## src/rtl/lbus_bridge_pkg.sv

```systemverilog
`default_nettype none
// ============================================================================
//  Module   : lbus_bridge_pkg
//  Purpose  : Shared definitions for the local-bus burst bridge. Holds the
//             register offsets relative to REG_BASE, the CTRL and STATUS bit
//             positions, and the bus FSM state encoding.
//  Ports    : none (package)
//  Revision : 1.0 - initial release
// ============================================================================
package lbus_bridge_pkg;

  // Register offsets from REG_BASE
  localparam logic [5:0] C_OFF_LADDR  = 6'd0;
  localparam logic [5:0] C_OFF_WBUF   = 6'd1;
  localparam logic [5:0] C_OFF_RBUF   = 6'd2;
  localparam logic [5:0] C_OFF_CTRL   = 6'd3;
  localparam logic [5:0] C_OFF_STATUS = 6'd4;

  // CTRL byte fields
  localparam int C_CTRL_N_MSB = 4;
  localparam int C_CTRL_DIR   = 5;
  localparam int C_CTRL_INC   = 6;
  localparam int C_CTRL_RST   = 7;

  // STATUS byte fields
  localparam int C_STAT_BUSY  = 0;
  localparam int C_STAT_DONE  = 1;
  localparam int C_STAT_OVF   = 2;
  localparam int C_STAT_CLAMP = 3;

  typedef enum logic [2:0] {
    ST_IDLE  = 3'd0,
    ST_RSTP  = 3'd1,
    ST_WADDR = 3'd2,
    ST_WDATA = 3'd3,
    ST_RADDR = 3'd4,
    ST_RSTB  = 3'd5,
    ST_GAP   = 3'd6,
    ST_DONE  = 3'd7
  } state_e;

endpackage
`default_nettype wire

```

## src/rtl/lbus_word_buf.sv

```systemverilog
`default_nettype none
// ============================================================================
//  Module   : lbus_word_buf
//  Purpose  : DEPTH x LBUS_W word store with a byte-lane write port for the
//             register side, a word write port for the bus FSM and an
//             asynchronous word read port. Cleared by reset.
//  Ports    : clk, reset_i        - clock, synchronous active-high reset
//             be_en/word/lane/data - byte-lane write
//             we_en/word/data     - full-word write (wins over byte write)
//             rd_word -> rd_data  - combinational word read
//  Revision : 1.0 - initial release
// ============================================================================
module lbus_word_buf #(
  parameter int LBUS_W = 16,
  parameter int DEPTH  = 16,
  parameter int IDX_W  = 4,
  parameter int LANE_W = 1
) (
  input  logic              clk,
  input  logic              reset_i,
  input  logic              be_en,
  input  logic [IDX_W-1:0]  be_word,
  input  logic [LANE_W-1:0] be_lane,
  input  logic [7:0]        be_data,
  input  logic              we_en,
  input  logic [IDX_W-1:0]  we_word,
  input  logic [LBUS_W-1:0] we_data,
  input  logic [IDX_W-1:0]  rd_word,
  output logic [LBUS_W-1:0] rd_data
);

  localparam int BPW = LBUS_W / 8;

  logic [LBUS_W-1:0] mem_q [DEPTH];
  logic [LBUS_W-1:0] mem_d [DEPTH];

  always_comb begin
    mem_d = mem_q;
    if (be_en) begin
      for (int l = 0; l < BPW; l++) begin
        if (be_lane == LANE_W'(l)) mem_d[be_word][8*l +: 8] = be_data;
      end
    end
    if (we_en) mem_d[we_word] = we_data;
  end

  always_ff @(posedge clk) begin
    if (reset_i) begin
      for (int i = 0; i < DEPTH; i++) mem_q[i] <= '0;
    end else begin
      mem_q <= mem_d;
    end
  end

  assign rd_data = mem_q[rd_word];

endmodule
`default_nettype wire

```

## src/rtl/lbus_burst_bridge.sv

```systemverilog
`default_nettype none
// ============================================================================
//  Module   : lbus_burst_bridge
//  Purpose  : OpenADC register interface to controller/crypto-FPGA local bus
//             bridge with buffered bursts, address auto-increment, strobe and
//             gap timing and a timed bus-reset pulse.
//  Ports    : clk, reset_i         - clock, synchronous active-high reset
//             reg_*                - OpenADC register interface (8-bit)
//             lbus_di_a / lbus_do  - local-bus address+wdata out / rdata in
//             lbus_wrn / lbus_rdn  - active-low write / read strobes
//             lbus_clkn, lbus_rstn - inverted bus clock, active-low bus reset
//  Revision : 1.0 - initial release
// ============================================================================
module lbus_burst_bridge
  import lbus_bridge_pkg::*;
#(
  parameter int         LBUS_W   = 16,
  parameter int         DEPTH    = 16,
  parameter logic [5:0] REG_BASE = 6'd48,
  parameter int         RD_WAIT  = 2,
  parameter int         GAP_CYC  = 1,
  parameter int         RST_CYC  = 8
) (
  input  logic              clk,
  input  logic              reset_i,
  input  logic [5:0]        reg_address,
  input  logic [15:0]       reg_bytecnt,
  input  logic [7:0]        reg_datai,
  output logic [7:0]        reg_datao,
  input  logic [15:0]       reg_size,
  input  logic              reg_read,
  input  logic              reg_write,
  input  logic              reg_addrvalid,
  input  logic [5:0]        reg_hypaddress,
  output logic [15:0]       reg_hyplen,
  output logic [LBUS_W-1:0] lbus_di_a,
  input  logic [LBUS_W-1:0] lbus_do,
  output logic              lbus_wrn,
  output logic              lbus_rdn,
  output logic              lbus_clkn,
  output logic              lbus_rstn
);

  localparam int BPW    = LBUS_W / 8;
  localparam int IDX_W  = $clog2(DEPTH);
  localparam int LANE_W = (BPW > 1) ? $clog2(BPW) : 1;
  localparam int CNT_W  = (IDX_W + 1 > 5) ? IDX_W + 1 : 5;

  localparam logic [15:0]       C_BPW16     = 16'(BPW);
  localparam logic [15:0]       C_NBYTES    = 16'(DEPTH * BPW);
  localparam logic [CNT_W-1:0]  C_DEPTH_CNT = CNT_W'(DEPTH);
  localparam logic [LBUS_W-1:0] C_ADDR_STEP = LBUS_W'(BPW);
  localparam logic [15:0]       C_RST_LAST  = 16'(RST_CYC - 1);
  localparam logic [15:0]       C_RD_LAST   = 16'(RD_WAIT - 1);
  localparam logic [15:0]       C_GAP_LAST  = 16'(GAP_CYC - 1);

  localparam logic [5:0] C_A_LADDR  = REG_BASE + C_OFF_LADDR;
  localparam logic [5:0] C_A_WBUF   = REG_BASE + C_OFF_WBUF;
  localparam logic [5:0] C_A_RBUF   = REG_BASE + C_OFF_RBUF;
  localparam logic [5:0] C_A_CTRL   = REG_BASE + C_OFF_CTRL;
  localparam logic [5:0] C_A_STATUS = REG_BASE + C_OFF_STATUS;

  state_e            state_q, state_d;
  logic [15:0]       tmr_q, tmr_d;
  logic [CNT_W-1:0]  idx_q, idx_d, n_q, n_d;
  logic [LBUS_W-1:0] cur_addr_q, cur_addr_d, laddr_q, laddr_d, di_hold_q, di_hold_d;
  logic              dir_q, dir_d, inc_q, inc_d;
  logic              busy_q, busy_d, done_q, done_d, ovf_q, ovf_d, clamp_q, clamp_d;

  // Register-side byte decode
  logic [15:0]       w_word16, w_lane16;
  logic [IDX_W-1:0]  w_word;
  logic [LANE_W-1:0] w_lane;
  logic              w_bidx_ok, w_lane_ok, w_wbuf_wr, w_go, w_word_end, w_advance;
  logic [CNT_W-1:0]  w_n_req, w_idx_nxt;
  logic [LBUS_W-1:0] w_wbuf_word, w_rbuf_word;
  logic [7:0]        w_status;
  logic              w_unused;

  assign w_word16  = reg_bytecnt / C_BPW16;
  assign w_lane16  = reg_bytecnt % C_BPW16;
  assign w_word    = w_word16[IDX_W-1:0];
  assign w_lane    = w_lane16[LANE_W-1:0];
  assign w_bidx_ok = (reg_bytecnt < C_NBYTES);
  assign w_lane_ok = (reg_bytecnt < C_BPW16);
  assign w_unused  = ^{reg_size, reg_read, w_word16[15:IDX_W], w_lane16[15:LANE_W]};

  assign w_wbuf_wr = reg_addrvalid && reg_write && (reg_address == C_A_WBUF) && w_bidx_ok;
  assign w_go      = reg_addrvalid && reg_write && (reg_address == C_A_CTRL) &&
                     (reg_datai[C_CTRL_RST] || (reg_datai[C_CTRL_N_MSB:0] != '0)) &&
                     (state_q == ST_IDLE);
  assign w_n_req   = CNT_W'(reg_datai[C_CTRL_N_MSB:0]);
  assign w_idx_nxt = idx_q + CNT_W'(1);

  lbus_word_buf #(.LBUS_W(LBUS_W), .DEPTH(DEPTH), .IDX_W(IDX_W), .LANE_W(LANE_W)) u_wbuf (
    .clk     (clk),
    .reset_i (reset_i),
    .be_en   (w_wbuf_wr),
    .be_word (w_word),
    .be_lane (w_lane),
    .be_data (reg_datai),
    .we_en   (1'b0),
    .we_word ('0),
    .we_data ('0),
    .rd_word (idx_q[IDX_W-1:0]),
    .rd_data (w_wbuf_word)
  );

  // Read data is captured on the final cycle of the read strobe.
  lbus_word_buf #(.LBUS_W(LBUS_W), .DEPTH(DEPTH), .IDX_W(IDX_W), .LANE_W(LANE_W)) u_rbuf (
    .clk     (clk),
    .reset_i (reset_i),
    .be_en   (1'b0),
    .be_word ('0),
    .be_lane ('0),
    .be_data ('0),
    .we_en   ((state_q == ST_RSTB) && (tmr_q == C_RD_LAST)),
    .we_word (idx_q[IDX_W-1:0]),
    .we_data (lbus_do),
    .rd_word (w_word),
    .rd_data (w_rbuf_word)
  );

  // LADDR writes and overflow flag; LADDR stays writable during a burst
  // because the active address was copied into cur_addr at go time.
  // ovf is sticky until reset.
  always_comb begin
    laddr_d = laddr_q;
    ovf_d   = ovf_q;
    if (reg_addrvalid && reg_write && (reg_address == C_A_LADDR) && w_lane_ok) begin
      for (int l = 0; l < BPW; l++) begin
        if (w_lane == LANE_W'(l)) laddr_d[8*l +: 8] = reg_datai;
      end
    end
    if (reg_addrvalid && reg_write && (reg_address == C_A_WBUF) && !w_bidx_ok) ovf_d = 1'b1;
  end

  // Bus FSM next state
  always_comb begin
    state_d    = state_q;
    tmr_d      = tmr_q;
    idx_d      = idx_q;
    n_d        = n_q;
    cur_addr_d = cur_addr_q;
    dir_d      = dir_q;
    inc_d      = inc_q;
    busy_d     = busy_q;
    done_d     = done_q;
    clamp_d    = clamp_q;
    w_word_end = 1'b0;
    w_advance  = 1'b0;
    unique case (state_q)
      ST_IDLE: begin
        if (w_go) begin
          // clamp reflects the most recent accepted go
          if (w_n_req > C_DEPTH_CNT) begin
            n_d     = C_DEPTH_CNT;
            clamp_d = 1'b1;
          end else begin
            n_d     = w_n_req;
            clamp_d = 1'b0;
          end
          dir_d      = reg_datai[C_CTRL_DIR];
          inc_d      = reg_datai[C_CTRL_INC];
          cur_addr_d = laddr_q;
          idx_d      = '0;
          tmr_d      = '0;
          busy_d     = 1'b1;
          done_d     = 1'b0;
          if (reg_datai[C_CTRL_RST])     state_d = ST_RSTP;
          else if (reg_datai[C_CTRL_DIR]) state_d = ST_RADDR;
          else                           state_d = ST_WADDR;
        end
      end
      ST_RSTP: begin
        if (tmr_q == C_RST_LAST) begin
          tmr_d = '0;
          if (n_q == '0)  state_d = ST_DONE;
          else if (dir_q) state_d = ST_RADDR;
          else            state_d = ST_WADDR;
        end else begin
          tmr_d = tmr_q + 16'd1;
        end
      end
      ST_WADDR: state_d = ST_WDATA;
      ST_WDATA: w_word_end = 1'b1;
      ST_RADDR: state_d = ST_RSTB;
      ST_RSTB: begin
        if (tmr_q == C_RD_LAST) begin
          tmr_d      = '0;
          w_word_end = 1'b1;
        end else begin
          tmr_d = tmr_q + 16'd1;
        end
      end
      ST_GAP: begin
        if (tmr_q == C_GAP_LAST) begin
          tmr_d     = '0;
          w_advance = 1'b1;
        end else begin
          tmr_d = tmr_q + 16'd1;
        end
      end
      ST_DONE: begin
        done_d  = 1'b1;
        busy_d  = 1'b0;
        state_d = ST_IDLE;
      end
      default: state_d = ST_IDLE;
    endcase

    // A zero-length gap folds the word advance into the last strobe cycle.
    if (w_word_end) begin
      if (GAP_CYC == 0) w_advance = 1'b1;
      else              state_d   = ST_GAP;
    end
    if (w_advance) begin
      idx_d = w_idx_nxt;
      if (inc_q) cur_addr_d = cur_addr_q + C_ADDR_STEP;
      if (w_idx_nxt < n_q) state_d = dir_q ? ST_RADDR : ST_WADDR;
      else                 state_d = ST_DONE;
    end
  end

  // Bus outputs decode straight from the state register.
  always_comb begin
    lbus_wrn  = 1'b1;
    lbus_rdn  = 1'b1;
    lbus_rstn = 1'b1;
    lbus_di_a = di_hold_q;
    unique case (state_q)
      ST_WADDR, ST_RADDR: begin
        lbus_wrn  = 1'b0;
        lbus_di_a = cur_addr_q;
      end
      ST_WDATA: begin
        lbus_wrn  = 1'b0;
        lbus_di_a = w_wbuf_word;
      end
      ST_RSTB: lbus_rdn  = 1'b0;
      ST_RSTP: lbus_rstn = 1'b0;
      default: ;
    endcase
  end

  assign di_hold_d = lbus_di_a;
  assign lbus_clkn = ~clk;

  always_ff @(posedge clk) begin
    if (reset_i) begin
      state_q    <= ST_IDLE;
      tmr_q      <= '0;
      idx_q      <= '0;
      n_q        <= '0;
      cur_addr_q <= '0;
      laddr_q    <= '0;
      di_hold_q  <= '0;
      dir_q      <= 1'b0;
      inc_q      <= 1'b0;
      busy_q     <= 1'b0;
      done_q     <= 1'b0;
      ovf_q      <= 1'b0;
      clamp_q    <= 1'b0;
    end else begin
      state_q    <= state_d;
      tmr_q      <= tmr_d;
      idx_q      <= idx_d;
      n_q        <= n_d;
      cur_addr_q <= cur_addr_d;
      laddr_q    <= laddr_d;
      di_hold_q  <= di_hold_d;
      dir_q      <= dir_d;
      inc_q      <= inc_d;
      busy_q     <= busy_d;
      done_q     <= done_d;
      ovf_q      <= ovf_d;
      clamp_q    <= clamp_d;
    end
  end

  // Register read mux and lookahead lengths
  always_comb begin
    w_status               = 8'h00;
    w_status[C_STAT_BUSY]  = busy_q;
    w_status[C_STAT_DONE]  = done_q;
    w_status[C_STAT_OVF]   = ovf_q;
    w_status[C_STAT_CLAMP] = clamp_q;
  end

  always_comb begin
    reg_datao = 8'h00;
    if (reg_addrvalid) begin
      if ((reg_address == C_A_LADDR) && w_lane_ok) begin
        for (int l = 0; l < BPW; l++) begin
          if (w_lane == LANE_W'(l)) reg_datao = laddr_q[8*l +: 8];
        end
      end else if ((reg_address == C_A_RBUF) && w_bidx_ok) begin
        for (int l = 0; l < BPW; l++) begin
          if (w_lane == LANE_W'(l)) reg_datao = w_rbuf_word[8*l +: 8];
        end
      end else if ((reg_address == C_A_STATUS) && (reg_bytecnt == 16'd0)) begin
        reg_datao = w_status;
      end
    end
  end

  always_comb begin
    reg_hyplen = 16'd0;
    if (reg_hypaddress == C_A_LADDR)                                 reg_hyplen = C_BPW16;
    else if ((reg_hypaddress == C_A_WBUF) || (reg_hypaddress == C_A_RBUF))   reg_hyplen = C_NBYTES;
    else if ((reg_hypaddress == C_A_CTRL) || (reg_hypaddress == C_A_STATUS)) reg_hyplen = 16'd1;
  end

endmodule
`default_nettype wire

```

## config.mk

```make
export PLATFORM = sky130hd
export DESIGN_NAME = lbus_burst_bridge
export DESIGN_NICKNAME = d
export VERILOG_FILES = /design/src/rtl/lbus_bridge_pkg.sv /design/src/rtl/lbus_word_buf.sv /design/src/rtl/lbus_burst_bridge.sv
export SDC_FILE = /design/constraint.sdc
export NUM_CORES = 2
export LEC_CHECK = 0
export BUFFER_PORTS_ARGS = -buffer_cell sky130_fd_sc_hd__buf_2
export CAP_MARGIN = 15
export CORE_MARGIN = 2
export CORE_UTILIZATION = 40
export CTS_CLUSTER_DIAMETER = 60
export DETAILED_ROUTE_END_ITERATION = 8
export GPL_TIMING_DRIVEN = 0
export HOLD_SLACK_MARGIN = 0.08
export PLACE_DENSITY_LB_ADDON = 0.12
export SLEW_MARGIN = 10
export SYNTH_ARGS = -nofsm -noshare
export SYNTH_HDL_FRONTEND = slang
export SYNTH_SLANG_ARGS = --single-unit
```

## constraint.sdc

```tcl
create_clock -name clk -period 2.16 [get_ports clk]
set_input_delay 0.108 -clock clk [delete_from_list [all_inputs] [get_ports clk]]
set_output_delay 0.108 -clock clk [all_outputs]
set_load 0.02 [all_outputs]
```

; ---- Word-level counts from Yosys, hierarchy flattened
; Cells that the tools add are included.
[totals]
register_bits = 595
inputBits = 73
out_inout_bits = 44
wordCells = 184
[op_classes]
n_addsub = 3
order_cmp = 8
n_eq_ne = 22
n_mux = 63
n_bitwise = 4
n_reduce_logical = 38
[op_table]
columns = operator, n
row1 = bitwise mux 256 bit, 3
row2 = 2-to-1 mux 256 bit, 3
row3 = 2-to-1 mux 16 bit, 14
row4 = demux 16 bit (select 4 bit), 3
row5 = binary-select mux 16 bit (select 4 bit), 2
row6 = one-hot mux 16 bit (4 select lines), 1
row7 = "== test 6 bit, second input constant", 10
row8 = 2-to-1 mux 8 bit, 6
row9 = logical NOT 16 bit, 2
row10 = one-hot mux 16 bit (2 select lines), 1
row11 = 2-to-1 mux 3 bit, 9
row12 = 2-to-1 mux 5 bit, 4
row13 = "adder 16 x 1 -> 16 bit, second input constant", 1
row14 = "adder 16 x 2 -> 16 bit, second input constant", 1
row15 = "== test 16 x 1 -> 1 bit, second input constant", 1
row16 = "== test 16 x 3 -> 1 bit, second input constant", 1
row17 = "< comparator 16 x 2 -> 1 bit, second input constant", 1
row18 = "< comparator 16 x 6 -> 1 bit, second input constant", 1
row19 = logical AND 1 bit, 15
row20 = one-hot mux 3 bit (5 select lines), 1
row21 = "== test 3 bit, second input constant", 4
row22 = 2-to-1 mux 6 bit, 2
row23 = AND reduction 2 bit, 6
row24 = "greater-or-equal comparator 5 bit, second input constant", 2
row25 = other kinds (24), 44

; ---- Depth between registers and ports, before layout
[logic_depth]
depth_word = 10
depth_mapped = 12
mapped_depth_nobuf = 9

; ---- Modules after synthesis
; A second synthesis with hierarchy kept.
[hier_totals]
hier_cells = 4124
area_unflattened_um2 = 34174.0
[modules_own_cells]
columns = module, n_inst, cells_per_inst, area_per_inst_um2, seq_area_each_um2
row1 = lbus_word_buf, 2, 1760, 14734.1, 5124.9
row2 = lbus_burst_bridge, 1, 604, 4705.8, 1661.6

==> metrics.md <==
| Metric | Value |
|---|---|
| Max clock buf depth | `3` |
| Sequential cell area fraction in the yosys report | `0.441` |
| Min-Delay Path Class | `in -> reg` |
| Levels on crit path | `8` |
| Yosys Warn Count | `0` |
| RR Endpoint | `u_rbuf.mem_q[13]` |
| Synth Area per Inst | `approximately 8.4 um^2` |
| DP Wirelength | `75100 um` |
| 1st-iter DRT viols | `about 2.6k` |
| Global Route Usage Sum | `0.290` |
| Largest net degree at the start of global routing | `14` |
| Total number of vias | `25.6k` |
| First-pass GRT wire length | `152000 um` |
| Net Sw Frac | `0.282` |
| CP peak stage delay | `0.56 ns` |
| Die Ht | `around 260 um` |
| Die area | `between 60000 and 70000 um^2` |
| CP Cell Sequence | `clkbuf_16 > buf_12 > buf_6 > mux4_2 > mux2_4 > o21ai_4 > a21oi_2 > buf_4` |
| Worst Path Required | `approximately 2 ns` |
| EDFF count, synth | `0` |
| CTS root buf | `clkbuf_16` |
| Slew @ Worst Pin | `between 1 and 1.5 ns` |
| Core Region | `about 67000 um^2` |
| Setup violators final | `323` |
| Most frequent cell after synthesis | `nand2_1` |
| Critical R2R Launch | `tmr_q[1]` |
| WL/cell | `24.2 um` |
| Post-synthesis sequential element count | `595` |
| Mapped Cells | `3202` |
| H-tree Lvls | `3` |
| Clock Skew | `between 0.02 and 0.025 ns` |
| Initial core utilization | `0.403` |
| RSZ-0062 raised after global routing | `true` |
| Reg2Reg Setup Slack | `-0.30 ns` |
| Tcrit/Tclk final | `1.33` |
| Synthesized area | `between 20000 and 30000 um^2` |
| Max Cap Viol | `0` |
| Clock slew at reported path FFs | `0.06 ns` |
| Vias in the first global route | `23.8k` |
| Antenna Cells | `0` |
| Switching power | `8.16 mW` |
| Tot Pwr | `28.9 mW` |
| Clk_lat worst skew | `0.62 ns` |
| WHS | `0.116 ns` |
| CP endpoint | `lbus_di_a[4]` |
| Headroom to the max-slew limit | `0.207` |
| Total gr overflow | `0` |
| Row cnt | `95` |
| Final core occ | `0.534` |
| Kind of end point of the critical path | `output pin` |
| Worst setup path startpoint | `idx_q[0]` |
| Combinational power share | `0.161` |
| Post-synth top cells | `nand2_1, dfxtp_1, a21oi_1` |
| Layout cells sized above 1 | `0.298` |
| Ys async rst share | `0` |
| Worst Reg2Reg Path Length in Cells | `14` |
| WP buf/inv | `4` |
| Net count, final | `3582` |
| Initial antenna violation count | `2` |
| Failing checks | `setup timing` |
| P_leak | `12.7 nW` |
| CP max FO | `8` |
| CTS buffer count | `72` |
| DRC Markers | `0` |
| Post-DR vias/cell | `5.79` |
| Internal power | `around 21 mW` |
| Fin crit period | `2.87 ns` |
| Netlist cell types | `66` |
| Final WS setup | `-0.709 ns` |
| Kind of critical path | `reg -> out` |
| Area Growth Syn to Fin | `32.5%` |
| CP arrival | `2.76 ns` |
| Startpoint class of the critical path | `register` |
| Seq pwr share | `0.390` |
| Routed Antenna Nets | `0` |
| Drt pass-1 iters | `6` |
| I/O Buffers | `a little over 60` |
| Final wirelength | `107000 um` |
| Final Max Slew Viols | `0` |
| Dominant synthesized flop cell | `dfxtp_1` |
| Hold Vio Cnt, Final | `0` |
| Clock power frac | `0.449` |
| Area leader, netlist | `dfxtp_1` |
| Synth area leaders | `dfxtp_1, nand2_1, a21oi_1` |
| Slowest cell on the critical path | `mux4_2` |
| RePlAce Congestion | `0.949` |
| Outcome | `finished, violations left` |
| # IOs | `117` |
| Top cell type's share of synthesized area | `0.441` |
| Die width | `264 um` |
| PwrDens | `roughly 810 nW/um^2` |
| Worst vdd rail ir drop | `roughly 0.63 mV` |
| Delay-heaviest family, CP | `multiplexers` |
| Maximum clock rate | `approximately 350 MHz` |
| CTS tree | `done` |
## stage by stage
stage | std cells | setup WS (ns) | instance area (um^2) | TNS [ns]
after floorplan | 3214 | -0.0484 | 27200 | -0.556
after global placement | 4148 | -1.92 | 28600 | -413.28
after detailed placement | 4148 | -1.81 | 28600 | -434.79
after CTS | 4313 | -0.710 | 32500 | -137.37
after global routing | 4425 | -0.726 | 35800 | -100.05
final | 4425 | -0.709 | 35800 | -69.10
## power groups by stage
| stage | Clock, mW | Sequential [mW] | Combinational, mW |
|---|---|---|---|
| 2_1_floorplan | 0.0332 | 11.4 | 2.34 |
| 3_3_place_gp | 0.0489 | 11.5 | 3.53 |
| 3_5_place_dp | 0.0489 | 11.5 | 3.57 |
| 4_1_cts | 13.1 | 11.3 | 4.01 |
| 5_1_grt | 13.6 | 11.3 | 4.91 |
| 6_report | 13.0 | 11.3 | 4.67 |
## state kept, by name (all words and copies together) (netlist names), 5 cells and up
signal        flops
tmr_q            16
n_q               5
u_wbuf.mem_q    256
cur_addr_q       16
di_hold_q        16
idx_q             5
laddr_q          16
u_rbuf.mem_q    256
## what timing repair did
item	4_1_cts	5_1_grt
resized for setup	276	659
pin swaps	21	208
setup endpoints to repair	569	588
gates cloned	3	16
setup buffers	11	110
hold buffers	29	0
endpoints found under the hold margin	139	0
## layer usage
layer | vias up | global-route usage | share of wire
li1 | 11500 | - | -
met1 | 12700 | 0.403 | 0.43
met2 | 1149 | 0.453 | 0.45
met3 | 209 | 0.0523 | 0.081
met4 | 2 | 0.101 | 0.034
met5 | - | 0 | 0.00012
## cell type report
type	count	area, um^2
fill	6061	31200
clock inverter	26	380
tap	873	1090
inverter	17	72.6
timing repair buffer	225	2100
buffer	273	1870
sequential	595	12000
clock buffer	105	2150
multi-input combinational	2311	16200
## cells by family (layout without fill, tap and decap cells)
| family | count (synthesis) | after routing | share of synthesized area |
|---|---|---|---|
| other cells | 1 | 13 | 0.000139 |
| simple gates | 1336 | 1336 | 0.213 |
| buf+inv | 308 | 646 | 0.0497 |
| mux | 293 | 293 | 0.159 |
| compound gates | 645 | 645 | 0.128 |
| flops | 595 | 595 | 0.441 |
| xor+xnor | 9 | 9 | 0.00292 |
| fa+ha+maj | 15 | 15 | 0.00667 |
## worst min path at each step
stage | start | to | slack (ns) | cells past startpoint
2_1_floorplan | clk | lbus_clkn | 0.18 | 1
3_3_place_gp | clk | lbus_clkn | 0.26 | 2
3_5_place_dp | clk | lbus_clkn | 0.26 | 2
4_1_cts | reg_write | laddr_q[10] | 0.09 | 4
5_1_grt | reg_write | laddr_q[12] | 0.12 | 4
6_report | reg_write | laddr_q[10] | 0.12 | 4
## placed cells by master, fill, tap and decap left out, drive strengths merged, types with 7 or more instances in the layout
cell type	count
inv	24
buf	284
ha	12
clkbuf	290
mux2i	169
a21oi	498
or2	29
nor3	17
a31oi	15
dlygate4sd3	29
o21ai	51
nor2b	14
bufinv	7
o22ai	16
nand3b	8
a22oi	36
mux2	16
conb	13
nor4	12
nand4	13
mux4	108
and3	24
dfxtp	595
clkinv	9
nand2b	8
and2	22
nand3	40
nand2	944
nor2	176
## worst register-to-register path, delay by kind of cell (launching register included)
family / cells / cell delay (ns)
AO/OA/AOI/OAI: 1 / 0.04
adder cells (fa/ha/maj): 1 / 0.12
flip-flops: 1 / 0.36
buffers and inverters: 7 / 0.96
AND/OR/NAND/NOR: 5 / 0.82
Power figures use the tool's default switching activity.
